`config.mk`:
```
export PLATFORM = sky130hd
export DESIGN_NAME = hazard_ctrl
export DESIGN_NICKNAME = d
export VERILOG_FILES = /design/src/rtl/hazard_pkg.sv /design/src/rtl/hazard_ctrl_mem_wait_timer.sv /design/src/rtl/hazard_ctrl.sv
export SDC_FILE = /design/constraint.sdc
export NUM_CORES = 1
export LEC_CHECK = 0
export BUFFER_PORTS_ARGS = -buffer_cell sky130_fd_sc_hd__buf_2
export CAP_MARGIN = 20
export CORE_MARGIN = 3
export CORE_UTILIZATION = 35
export CTS_CLUSTER_SIZE = 16
export DETAILED_ROUTE_END_ITERATION = 12
export PLACE_DENSITY = 0.67
export SLEW_MARGIN = 30
export SYNTH_ARGS = -nofsm -noshare
export SYNTH_HDL_FRONTEND = slang
export SYNTH_SLANG_ARGS = --single-unit
```
`constraint.sdc`:
```
create_clock -name clk -period 1.59 [get_ports clk]
set_clock_uncertainty 0.05 [all_clocks]
set_input_delay 0.0795 -clock clk [delete_from_list [all_inputs] [get_ports clk]]
set_output_delay 0.0795 -clock clk [all_outputs]
set_load 0.005 [all_outputs]
```
`src/rtl/hazard_pkg.sv`:
```
// Shared types and constants for the pipeline hazard/stall controller.
package hazard_pkg;

  typedef enum logic {
    RUN      = 1'b0,
    MEM_WAIT = 1'b1
  } hazState_t;

  localparam logic [4:0] REG_ZERO    = 5'd0;
  localparam int         STALL_CNT_W = 16;

  // True when the load in EX writes a register that the instruction in ID reads.
  function automatic logic isLoadUse(
    input logic       exMemRead,
    input logic [4:0] exRt,
    input logic [4:0] idRs,
    input logic [4:0] idRt,
    input logic       idUsesRt
  );
    return exMemRead && (exRt != REG_ZERO) &&
           ((exRt == idRs) || (idUsesRt && (exRt == idRt)));
  endfunction

endpackage

```
`src/rtl/hazard_ctrl_mem_wait_timer.sv`:
```
// Counts MEM_WAIT cycles; expired flags the last allowed wait cycle.
module mem_wait_timer #(
  parameter int LIMIT = 64
) (
  input  logic clk,
  input  logic rst,
  input  logic clear,
  input  logic inc,
  output logic expired
);

  localparam int W = (LIMIT > 1) ? $clog2(LIMIT) : 1;
  localparam logic [W-1:0] LAST = W'(LIMIT - 1);

  logic [W-1:0] count;

  // Clear wins over increment so a fresh wait always starts from zero.
  always_ff @(posedge clk or posedge rst) begin
    if (rst) begin
      count <= '0;
    end else if (clear) begin
      count <= '0;
    end else if (inc) begin
      count <= count + 1'b1;
    end
  end

  assign expired = (count == LAST);

endmodule

```
`src/rtl/hazard_ctrl.sv`:
```
// Pipeline hazard and stall controller: load-use bubbles, branch flushes and
// memory-wait freezes with a watchdog. Define HAZARD_STALL_CNT_EN to add the
// StallCount port and its saturating stall-cycle counter.
module hazard_ctrl
  import hazard_pkg::*;
#(
  parameter int MEM_TIMEOUT = 64
) (
  input  logic       clk,
  input  logic       rst,
  input  logic [4:0] ID_Rs,
  input  logic [4:0] ID_Rt,
  input  logic       ID_UsesRt,
  input  logic       EX_MemRead,
  input  logic [4:0] EX_Rt,
  input  logic       BranchTaken,
  input  logic       MemReq,
  input  logic       MemReady,
  output logic       PCWrite,
  output logic       IFIDWrite,
  output logic       IFIDFlush,
  output logic       IDEXBubble,
  output logic       PipeFreeze,
  output logic       MemTimeout
`ifdef HAZARD_STALL_CNT_EN
  , output logic [STALL_CNT_W-1:0] StallCount
`endif
);

  hazState_t state;
  hazState_t nextState;
  logic      loadUse;
  logic      memStall;
  logic      freeze;
  logic      timerClear;
  logic      timerInc;
  logic      timerExpired;
  logic      timeoutSet;

  mem_wait_timer #(
    .LIMIT(MEM_TIMEOUT)
  ) uTimer (
    .clk    (clk),
    .rst    (rst),
    .clear  (timerClear),
    .inc    (timerInc),
    .expired(timerExpired)
  );

  // Decide freeze/next state, then derive Mealy outputs by priority.
  always_comb begin
    loadUse    = isLoadUse(EX_MemRead, EX_Rt, ID_Rs, ID_Rt, ID_UsesRt);
    memStall   = MemReq & ~MemReady;
    freeze     = 1'b0;
    nextState  = state;
    timerClear = 1'b0;
    timerInc   = 1'b0;
    timeoutSet = 1'b0;

    case (state)
      RUN: begin
        if (memStall) begin
          freeze     = 1'b1;
          nextState  = MEM_WAIT;
          timerClear = 1'b1;
        end
      end
      MEM_WAIT: begin
        if (MemReady) begin
          nextState = RUN;
        end else if (timerExpired) begin
          nextState  = RUN;
          timeoutSet = 1'b1;
        end else begin
          freeze   = 1'b1;
          timerInc = 1'b1;
        end
      end
      default: nextState = RUN;
    endcase

    PCWrite    = 1'b1;
    IFIDWrite  = 1'b1;
    IFIDFlush  = 1'b0;
    IDEXBubble = 1'b0;
    PipeFreeze = 1'b0;

    if (rst) begin
      PCWrite    = 1'b0;
      IFIDWrite  = 1'b0;
      IDEXBubble = 1'b1;
    end else if (freeze) begin
      PCWrite    = 1'b0;
      IFIDWrite  = 1'b0;
      PipeFreeze = 1'b1;
    end else if (loadUse) begin
      PCWrite    = 1'b0;
      IFIDWrite  = 1'b0;
      IDEXBubble = 1'b1;
    end else if (BranchTaken) begin
      IFIDFlush = 1'b1;
    end
  end

  // Controller state register.
  always_ff @(posedge clk or posedge rst) begin
    if (rst) begin
      state <= RUN;
    end else begin
      state <= nextState;
    end
  end

  // Sticky watchdog flag, cleared only by reset.
  always_ff @(posedge clk or posedge rst) begin
    if (rst) begin
      MemTimeout <= 1'b0;
    end else if (timeoutSet) begin
      MemTimeout <= 1'b1;
    end
  end

`ifdef HAZARD_STALL_CNT_EN
  // Saturating count of cycles in which the PC was held.
  always_ff @(posedge clk or posedge rst) begin
    if (rst) begin
      StallCount <= '0;
    end else if (!PCWrite && (StallCount != '1)) begin
      StallCount <= StallCount + 1'b1;
    end
  end
`endif

endmodule
```
==> flow_summary.toml <==
[worst_hold_path]
hold_start = "MemReady"
worstHoldPathType = "primary input to flop"
hold_depth = 4
holdPathEnd = "uTimer.count[1]$_DFFE_PP0P_"

[detailed_routing]
wl_per_cell_um = 11.5
drt-vias-per-instance = 4.86
antenna_left = 0
drt-total-wl_um = 1450
dr_total_vias = 612
dr.pass1.iters = 4
drc_errors = 0
drtIter0Drc = 7

[critical_path]
r2r_setup_slack_ns = -0.05
startpoint_type = "flop"
ff2ff_path_depth = 6
cpPeakStageDelay_ns = 0.38
crit_slowest_cell = "dfrtp_1"
rr_startpoint = "uTimer.count[0]$_DFFE_PP0P_"
cpMostUsedCell = "buf_6"
cp_max_fo = 2
arrival_ns = 1.63
setup.worst_path.end_class = "output pin"
worstPathRequired_ns = 1.46
critical_path.cell_chain = "ha_2, nand3_2, o21ai_2, and2b_2, buf_6, a31o_4, buf_6"
timing.rr.end = "uTimer.count[5]$_DFFE_PP0P_"
crit_type = "flop to output pin"
cp-startpoint = "uTimer.count[0]$_DFFE_PP0P_"

[clocking]
root_buffer = "clkbuf_4"
numCtsBuffers = 3
cts_sinks = 8
cts.htree.levels = 1
clk_pin_slew_worst_paths_ns = 0.05
clk_path_buf_depth = 2
clk-insertion-delay-late_ns = 0.24
cts_tree = "done"

[power_and_ir_drop]
peakVddDrop_v = 0.000447
p_leak_uw = 0.000485
total_power_uw = 711
power_density_nw_per_um2 = 741

[die]
die-height_um = 46.8
core.rowCount = 14
ios = 28
die_w_um = 46.8
dieArea_um2 = 2190
start_util_pct = 37.7
core_area_um2 = 1540

[timing]
rsz0062_at_grt = "true"
setup_ws_ns = -0.169
setup_viol = 6
fmax_mhz = 568
whs_ns = 0.194
tns_ns = -0.654
max_slew_margin_pct = 80.8
worst_pin_slew_ns = 0.288
fin_crit_ns = 1.76
fin_crit_sh_pct = 111
hold_violations = 0
final_max_slew_viol_count = 0

[logic_synthesis]
yosysSeqAreaShare_pct = 34.4
yosysTopAreaCellShare_pct = 34.4
synthFlopType = "dfrtp_1"
synth.top_cells.by_area = "dfrtp_1 34%, xnor2_1 15%, xor2_1 6.0%"
synth_nets = 84
netlist_area_um2 = 582
syn_inst = 61
syn_area_per_cell_um2 = 9.54
async_flop_share_pct = 100
yosys.area.top_type = "dfrtp_1"
ys_types = 26
synth_edf_count = 0
synth_warnings = 0
synth.ff_latch_count = 8

[grt]
grt_pass1_vias = 592
grt-ovfl-total = 0
grt_pass1_wl_um = 2300
antenna_found_initial = 0
grt_max_degree = 9
grt_usage_pct = 14.6

[cells_and_area]
layout.nets = 135
areaGrowthSynthToFinish_pct = 64.9
final_common_cell = "buf_2"
drive_gt1_share_pct = 55.5
final_cell_mix = "26 x buf_2, 16 x buf_4, 10 x xnor2_1, 8 x dfrtp_1, 5 x nor2_1"
n_antenna_cell = 0
fill_cells = 124
final_util_pct = 62.3

[placement]
io_buffers = 27
dp_hpwl_um = 1170
globalplace.congestion = 0.779

[outcome]
outcome = "complete, but fails checks"
violations = "setup timing"

[run]
max_cap_violations = 0
-- how the worst max path moves through the flow --
stage / end / slack [ns] / cells after the start
6_report: IDEXBubble / -0.17 / 7
5_1_grt: IFIDFlush / -0.26 / 7
4_1_cts: IFIDFlush / -0.19 / 7
3_5_place_dp: IFIDFlush / -0.02 / 7
3_3_place_gp: IFIDFlush / 0.01 / 5
2_1_floorplan: PCWrite / -0.02 / 7
-- logic make-up (layout without fill, tap and decap cells) --
group	count (synthesis)	after routing	share of synthesized area, %
buf+inv	4	53	3.23
fa+ha+maj	1	1	2.15
compound gates	11	11	17.9
mux	1	1	1.72
xor+xnor	14	14	21.1
simple gates	22	22	19.6
flops	8	8	34.4
-- critical path, delay by kind of cell, from the launching register on --
family                   cells  cell delay (ns)
AO/OA/AOI/OAI                2             0.26
adder cells (fa/ha/maj)      1             0.20
buffers and inverters        2             0.23
flip-flops                   1             0.38
AND/OR/NAND/NOR              2             0.31
-- synth_stat cells (all sizes together) (2+ instances only) --
master / number
nand3: 4
and2b: 2
xor2: 4
xnor2: 10
nor2: 6
nand2: 4
dfrtp: 8
or4: 2
o211ai: 2
and3: 2
inv: 3
-- cell type report --
cell class / count / area (µm²) / area share [%]
repair buffers: 47 / 305 / 31.8
clock buffers: 3 / 22.5 / 2.35
inverters: 3 / 11.3 / 1.17
flip-flops and latches: 8 / 200 / 20.9
multi-input cells: 49 / 400 / 41.7
well taps: 16 / 20.0 / 2.09
-- sequential cells by signal (all words and copies together) (netlist names) --
signal and count:
state 1, MemTimeout 1, uTimer.count 6
-- stage by stage --
step / std cells / worst slack [ns] / cell area [µm²]
final: 126 / -0.169 / 960
after CTS: 123 / -0.191 / 900
after detailed placement: 115 / -0.0249 / 825
after global placement: 115 / 0.0113 / 825
after floorplan: 61 / -0.0177 / 587
after global routing: 126 / -0.264 / 960
-- report_power, final --
group	switching (µW)	leakage, µW	total, µW	internal, µW
sequential	23.3	0.000108	257	234
combinational	123	0.000363	307	184
clock	61.1	0.0000138	147	85.8
total	207	0.000485	711	504
-- per-layer routing --
layer	part of all wire [%]	wire length (µm)	GRT usage, %
met3	4.8	70	2.68
met1	45	660	17.7
met5	0	0	0
met2	50	720	24.4
met4	0	0	7.73
-- timing repair --
| item | CTS | global route |
|---|---|---|
| hold endpoints to repair | 8 | 0 |
| gates resized for setup | 3 | 9 |
| pin swaps | 3 | 4 |
| hold buffers | 1 | 0 |
| gates cloned | 0 | 0 |
| buffers inserted | 4 | 3 |
| setup endpoints to repair | 6 | 7 |
Power figures use the tool's default switching activity.
